--- config.mk ---
export PLATFORM = sky130hd
export DESIGN_NAME = wb_bus_arbiter
export DESIGN_NICKNAME = d
export VERILOG_FILES = /design/src/rtl/wb_bus_arbiter.sv
export SDC_FILE = /design/constraint.sdc
export NUM_CORES = 1
export LEC_CHECK = 0
export BUFFER_PORTS_ARGS = -buffer_cell sky130_fd_sc_hd__buf_2
export CORE_AREA = 2 2 75 77
export CTS_CLUSTER_SIZE = 40
export DETAILED_ROUTE_END_ITERATION = 6
export DIE_AREA = 0 0 77 79
export PLACE_DENSITY = 0.78
export RECOVER_POWER = 50
export SYNTH_ARGS = -nofsm -noshare
export SYNTH_HDL_FRONTEND = slang
export SYNTH_SLANG_ARGS = --single-unit
export TNS_END_PERCENT = 10
--- constraint.sdc ---
create_clock -name wb_clk_i -period 1.6 [get_ports wb_clk_i]
set_input_delay 0 -clock wb_clk_i [delete_from_list [all_inputs] [get_ports wb_clk_i]]
set_output_delay 0 -clock wb_clk_i [all_outputs]
set_load 0.005 [all_outputs]
--- src/rtl/wb_bus_arbiter.sv ---
`default_nettype none
// ----------------------------------------------------------------------------
// wb_bus_arbiter : two-master round-robin Wishbone arbiter with bus lock.
//                  Optional stall watchdog enabled by macro WB_ARB_TIMEOUT_EN.
// Revision       : 1.0
// ----------------------------------------------------------------------------
module wb_bus_arbiter #(
  parameter int AW             = 24,
  parameter int DW             = 16,
  parameter int TIMEOUT_CYCLES = 255
) (
  input  logic              wb_clk_i,
  input  logic              wb_rst_i,
  input  logic              m0_cyc_i,
  input  logic              m0_stb_i,
  input  logic              m0_we_i,
  input  logic [DW/8-1:0]   m0_sel_i,
  input  logic [AW-1:0]     m0_adr_i,
  input  logic [DW-1:0]     m0_dat_i,
  output logic              m0_ack_o,
  output logic              m0_err_o,
  output logic [DW-1:0]     m0_dat_o,
  input  logic              m1_cyc_i,
  input  logic              m1_stb_i,
  input  logic              m1_we_i,
  input  logic [DW/8-1:0]   m1_sel_i,
  input  logic [AW-1:0]     m1_adr_i,
  input  logic [DW-1:0]     m1_dat_i,
  output logic              m1_ack_o,
  output logic              m1_err_o,
  output logic [DW-1:0]     m1_dat_o,
  output logic              s_cyc_o,
  output logic              s_stb_o,
  output logic              s_we_o,
  output logic [DW/8-1:0]   s_sel_o,
  output logic [AW-1:0]     s_adr_o,
  output logic [DW-1:0]     s_dat_o,
  input  logic              s_ack_i,
  input  logic              s_err_i,
  input  logic [DW-1:0]     s_dat_i,
  output logic [1:0]        gnt_o,
  output logic              timeout_o
);

  // Encoding doubles as the one-hot grant vector.
  typedef enum logic [1:0] {
    IDLE = 2'b00,
    GNT0 = 2'b01,
    GNT1 = 2'b10
  } state_t;

  state_t state_q, state_d;
  logic   last_gnt_q, last_gnt_d;
  logic   g_cyc, g_stb;
  logic   tmo_hit;

  always_comb begin
    state_d    = state_q;
    last_gnt_d = last_gnt_q;
    case (state_q)
      IDLE: begin
        if (m0_cyc_i && m1_cyc_i) state_d = last_gnt_q ? GNT0 : GNT1;
        else if (m0_cyc_i)        state_d = GNT0;
        else if (m1_cyc_i)        state_d = GNT1;
      end
      GNT0:    if (!m0_cyc_i) state_d = m1_cyc_i ? GNT1 : IDLE;
      GNT1:    if (!m1_cyc_i) state_d = m0_cyc_i ? GNT0 : IDLE;
      default: state_d = IDLE;
    endcase
    if (state_d == GNT0)      last_gnt_d = 1'b0;
    else if (state_d == GNT1) last_gnt_d = 1'b1;
  end

  always_ff @(posedge wb_clk_i or posedge wb_rst_i) begin
    if (wb_rst_i) begin
      state_q    <= IDLE;
      last_gnt_q <= 1'b1;
    end else begin
      state_q    <= state_d;
      last_gnt_q <= last_gnt_d;
    end
  end

  always_comb begin
    g_cyc   = 1'b0;
    g_stb   = 1'b0;
    s_we_o  = 1'b0;
    s_sel_o = '0;
    s_adr_o = '0;
    s_dat_o = '0;
    case (state_q)
      GNT0: begin
        g_cyc = m0_cyc_i; g_stb = m0_stb_i; s_we_o = m0_we_i;
        s_sel_o = m0_sel_i; s_adr_o = m0_adr_i; s_dat_o = m0_dat_i;
      end
      GNT1: begin
        g_cyc = m1_cyc_i; g_stb = m1_stb_i; s_we_o = m1_we_i;
        s_sel_o = m1_sel_i; s_adr_o = m1_adr_i; s_dat_o = m1_dat_i;
      end
      default: ;
    endcase
  end

  assign s_cyc_o = g_cyc & ~tmo_hit;
  assign s_stb_o = g_stb & ~tmo_hit;

  // Gating with the owner's cyc discards an ack arriving as the master lets go.
  assign m0_ack_o = (state_q == GNT0) & g_cyc & s_ack_i & ~tmo_hit;
  assign m1_ack_o = (state_q == GNT1) & g_cyc & s_ack_i & ~tmo_hit;
  assign m0_err_o = (state_q == GNT0) & ((g_cyc & s_err_i) | tmo_hit);
  assign m1_err_o = (state_q == GNT1) & ((g_cyc & s_err_i) | tmo_hit);
  assign m0_dat_o = s_dat_i;
  assign m1_dat_o = s_dat_i;
  assign gnt_o    = state_q;

`ifdef WB_ARB_TIMEOUT_EN
  logic [15:0] tmo_cnt_q, tmo_cnt_d;

  assign tmo_hit = (tmo_cnt_q == 16'(TIMEOUT_CYCLES));

  always_comb begin
    tmo_cnt_d = tmo_cnt_q + 16'd1;
    if (tmo_hit || (state_d != state_q) || !(g_cyc && g_stb) || s_ack_i || s_err_i)
      tmo_cnt_d = '0;
  end

  always_ff @(posedge wb_clk_i or posedge wb_rst_i) begin
    if (wb_rst_i) tmo_cnt_q <= '0;
    else          tmo_cnt_q <= tmo_cnt_d;
  end
`else
  logic unused_timeout_cfg;
  assign unused_timeout_cfg = ^32'(TIMEOUT_CYCLES);
  assign tmo_hit            = 1'b0;
`endif

  assign timeout_o = tmo_hit;

endmodule
`default_nettype wire

==> metrics.cfg, run 1 <==
[outcome]
status = complete, but fails checks
violations = setup timing

[worst_setup_path]
cp_slowest_cell = dfrtp_1
r2r_cells = 7
cp.required_ns = 1.74
crit_fanout = 5
rrSetupSlack_ns = -0.12
crit_type = flop to flop
reg2reg_from = gnt_o[0]$_DFF_PP0_
cp_data_arrival_time_ns = 1.86
max_stage_delay_ns = 0.38
critical_path.cell_chain = inv_2 > ha_2 > a22o_1 > a32oi_1 > o21ai_1 > ha_1 > mux2i_1
start_kind = flop
r2r-end = last_gnt_q$_DFFE_PP1P_
end_kind = flop

[drt]
drtIter0Drc = 62
ant_nets = 0
avgViaCountPerCell = 4.62
routed_wl_um = 4410
drc = 0
drtPass1Iterations = 4
num_vias = 1631
routedWlPerCell_um = 12.5

[yosys]
synth_area_leaders = a22oi_1 (27%), buf_4 (24%), nor2b_1 (23%)
ys.warnings.count = 0
avgSynthCellArea_um2 = 7.34
ys_async_sr_fraction = 1.00
synth_edf_count = 0
seq_area_frac_synth = 0.0616
netlist_instances = 169
syn_area_mm2 = 0.00124
synth_area_leader_cell = a22oi_1
synth-seq-cells = 3
synth_nets = 284
yosysTopAreaCellShare = 0.266
synth_cell_types = 25
ys.flop_type = dfrtp_1

[clocking]
clock-sinks = 3
numCtsBuffers = 3
cts_tree = yes
clockBufferDepth = 2
cts_htree_levels = 1
clkTransAtPathRegs_ns = 0.03
cts-root-buf = clkbuf_8
clk_latency_ns = 0.22

[floorplan]
io_pins = 194
rows = 27
die_width_um = 77
die_area_mm2 = 0.00608
initial_utilization = 0.232
core_area_mm2 = 0.00534
die_y_um = 79

[final_layout]
fillCellCount = 589
drive_gt1_frac = 0.577
layout_common_cells = buf_2 (144), nor2b_1 (46), a22oi_1 (44), buf_4 (9), and3_1 (4)
regArea_um2 = 76.3
area_delta_synth_final_pct = 50.2
final_area_mm2 = 0.00186
fin_util = 0.349
diodes = 0
final_common_cell = buf_2
nets = 397
multiInputGateArea_um2 = 817

[power]
p_per_area_mw_per_mm2 = 1510
p_leak_nw = 1.02
finalPower_mw = 2.80
ir_drop_uv = 1280

[sta]
final_max_slew_viol_count = 0
fmax_ghz = 0.582
holdWs_ns = 0.00000289
period_needed_ns = 1.72
setup_slack_ns = -0.118
rsz0062_at_grt = true
finClkSkew_ns = 0.00240
hold_viol_final = 0
final-setup-viol-count = 25
post-route-period-util = 1.07
fin_tns_setup_ns = -0.696

[worst_hold_path]
hold_class = input pin to output pin
holdPathStages = 0
hold_end = m0_dat_o[12]
hold_path.startpoint = s_dat_i[12]

[placed_design]
placed_area_mm2 = 0.00181
dp_hpwl_um = 3570
placement.io_buffers = 144
gp_congestion = 0.813

[grt]
grt_max_degree = 30
antenna_found_initial = 0
grt_usage = 0.132
gr-total-overflow = 0
grt_pass1_wl_um = 6780
grt_pass1_vias = 1577

[job]
max-cap-violations = 0

## synthesized netlist by cell type (2+ instances only)
library cell,count
ha_1,5
o21ai_0,2
o21ai_1,2
clkbuf_1,4
inv_1,4
dfrtp_1,2
a22oi_1,44
buf_4,40
nor2b_1,46
buf_2,2
and3_1,4
## per-layer routing
| layer | track usage | wire length, um |
|---|---|---|
| met5 | 0 | 0 |
| met4 | 0.0732 | 121 |
| met3 | 0.0159 | 339 |
| met2 | 0.254 | 2260 |
| met1 | 0.138 | 1680 |
## worst max-delay path: cells and delay by family (launching register included)
kind                     cells  cell delay, ns
AO/OA/AOI/OAI                3            0.50
multiplexers                 1            0.19
flip-flops                   1            0.38
adder cells (fa/ha/maj)      2            0.51
buffers and inverters        1            0.06
## power by group
part           internal [mW]  switching [mW]
clock                  0.170          0.0529
sequential             0.120          0.0294
combinational           1.27            1.16
## per-stage QoR
| step | cells | setup slack [ns] |
|---|---|---|
| 3_5_place_dp | 348 | -0.143 |
| 5_1_grt | 353 | -0.249 |
| 4_1_cts | 353 | -0.131 |
| 3_3_place_gp | 348 | -0.0354 |
| 6_report | 353 | -0.118 |
| 2_1_floorplan | 169 | -0.129 |
## registers in the layout, indices dropped and copies added (netlist names)
| register | count |
|---|---|
| last_gnt_q | 1 |
| gnt_o | 2 |
## kinds of logic after synthesis
group                      share of synthesized area
and+or+nand+nor                                0.271
buffers and inverters                          0.284
DFF                                           0.0616
AOI/OAI and AO/OA                              0.322
other                                        0.00302
adders and majority gates                     0.0505
muxes                                        0.00807
## final cells by class
cell class / instances / share of cell area
flip-flops and latches: 3 / 0.0410
clock buffers: 4 / 0.0242
inverters: 4 / 0.00806
well taps: 72 / 0.0484
multi-input cells: 115 / 0.439
repair buffers: 155 / 0.440
## how the worst max path moves through the flow
stage	start	endpoint	slack (ns)	cells after the start
6_report	gnt_o[0]$_DFF_PP0_	last_gnt_q$_DFFE_PP1P_	-0.12	7
3_5_place_dp	gnt_o[0]$_DFF_PP0_	last_gnt_q$_DFFE_PP1P_	-0.14	7
4_1_cts	gnt_o[0]$_DFF_PP0_	last_gnt_q$_DFFE_PP1P_	-0.13	7
2_1_floorplan	gnt_o[1]$_DFF_PP0_	last_gnt_q$_DFFE_PP1P_	-0.13	8
5_1_grt	gnt_o[0]$_DFF_PP0_	last_gnt_q$_DFFE_PP1P_	-0.25	7
3_3_place_gp	gnt_o[0]$_DFF_PP0_	last_gnt_q$_DFFE_PP1P_	-0.04	7
## timing repair
item,in CTS,in global routing
buffers inserted,0,0
endpoints found under the setup margin,34,46
hold buffers,1,0
endpoints found under the hold margin,3,0
resized for setup,1,1
No activity file was read; power rests on OpenSTA's default activity.
==> run 2, diff against run 1 <==
- CAP_MARGIN: not set -> 5
- REMOVE_ABC_BUFFERS: not set -> 1
==> metrics.cfg, run 2 (synthesis gave the netlist of run 1 again) <==
[final_layout]
largest_reg_flops = 2
nets = 400
area_delta_synth_final_pct = 57.7
final_area_mm2 = 0.00196
layout_common_cells = buf_2 (141), nor2b_1 (45), a22oi_1 (44), buf_4 (9), buf_6 (6)
final_common_cell = buf_2
fin_util = 0.366
drive_gt1_frac = 0.609
fillCellCount = 575
diodes = 0
finalNonFillerCells = 356

[clocking]
clk_latency_ns = 0.21
numCtsBuffers = 3
cts_tree = yes
cts-root-buf = clkbuf_8
clockBufferDepth = 2
clock-sinks = 3
cts_htree_levels = 1
clkTransAtPathRegs_ns = 0.03

[sta]
finClkSkew_ns = 0.000474
final_max_slew_viol_count = 0
final-setup-viol-count = 15
period_needed_ns = 1.74
fin_tns_setup_ns = -0.546
rsz0062_at_grt = true
setup_slack_ns = -0.141
hold_viol_final = 0
fmax_ghz = 0.574
holdWs_ns = 0.0000688
post-route-period-util = 1.09

[floorplan]
initial_utilization = 0.232
core_area_mm2 = 0.00534
die_y_um = 79
io_pins = 194
rows = 27
die_width_um = 77
die_area_mm2 = 0.00608

[worst_setup_path]
cp_top_family = compound AO/OA/AOI/OAI gates
crit_fanout = 5
end_kind = flop
path_buf_inv = 1
cp_slowest_cell = dfrtp_1
cp_data_arrival_time_ns = 1.88
critical_path.cell_chain = buf_6 > ha_4 > a22o_1 > a32oi_2 > o21ai_2 > ha_1 > mux2i_1
cp.required_ns = 1.74
crit_type = flop to flop
start_kind = flop
max_stage_delay_ns = 0.39

[worst_hold_path]
hold_class = input pin to output pin

[drt]
num_vias = 1687
routedWlPerCell_um = 14.2
drc = 0
drtPass1Iterations = 4
avgViaCountPerCell = 4.74
drtIter0Drc = 37
ant_nets = 0
routed_wl_um = 5050

[outcome]
violations = setup timing
status = complete, but fails checks

[placed_design]
placement.io_buffers = 144
placed_area_mm2 = 0.00180
place_ws_ns = -0.126
gp_congestion = 0.764
dp_hpwl_um = 3860
dp_cells = 349

[grt]
grt_usage = 0.139
grt_pass1_wl_um = 6960
grt_pass1_vias = 1513
antenna_found_initial = 0
grt_max_degree = 27
gr-total-overflow = 0

[power]
ir_drop_uv = 925
p_leak_nw = 1.04
finalPower_mw = 3.03
p_per_area_mw_per_mm2 = 1550

[job]
max-cap-violations = 0

-- run 2: changes by cell type in the layout (fill, tap and decap cells not counted), moves of 2 or more --
cell and change:
buf_6 +6, and3_1 -3, and3_4 +3, buf_2 -3, o21ai_1 -2
-- run 2: area by class of cell --
cell class | instances | area [um2] | share of cell area
clock buffers | 4 | 45.0 | 0.0230
inverters | 4 | 15.0 | 0.00768
multi-input cells | 115 | 858 | 0.439
flip-flops and latches | 3 | 76.3 | 0.0390
well taps | 72 | 90.1 | 0.0461
repair buffers | 158 | 871 | 0.445
-- run 2: timing repair --
| item | CTS | global route |
|---|---|---|
| hold endpoints to repair | 3 | 0 |
| endpoints found under the setup margin | 33 | 49 |
| setup buffers | 0 | 1 |
| resized for setup | 4 | 17 |
| pin swaps | 0 | 7 |
| hold buffers | 1 | 0 |
| cloned | 0 | 1 |
-- run 2: path summary, 6_finish.rpt --
check | start | end | slack, ns | cells after the start
setup / recovery | gnt_o[0]$_DFF_PP0_ | last_gnt_q$_DFFE_PP1P_ | -0.14 | 7
hold / removal | s_dat_i[0] | m0_dat_o[0] | 0.00007 | 0
setup reg to reg | gnt_o[0]$_DFF_PP0_ | last_gnt_q$_DFFE_PP1P_ | -0.14 | 7
hold reg to reg | last_gnt_q$_DFFE_PP1P_ | last_gnt_q$_DFFE_PP1P_ | 0.50 | 2
max in group asynchronous | wb_rst_i | last_gnt_q$_DFFE_PP1P_ | 1.19 | 3
min in group asynchronous | wb_rst_i | gnt_o[1]$_DFF_PP0_ | 0.20 | 3
-- run 2: metal layers --
metal	global-route usage	share of wire
met5	0.0545	0.0055
met4	0.0429	0.0087
met3	0.0761	0.13
met2	0.237	0.47
met1	0.144	0.38
-- run 2: power breakdown --
group / internal [mW] / switching (mW)
logic: 1.40 / 1.26
clock network: 0.170 / 0.0472
registers: 0.120 / 0.0307
total: 1.69 / 1.33
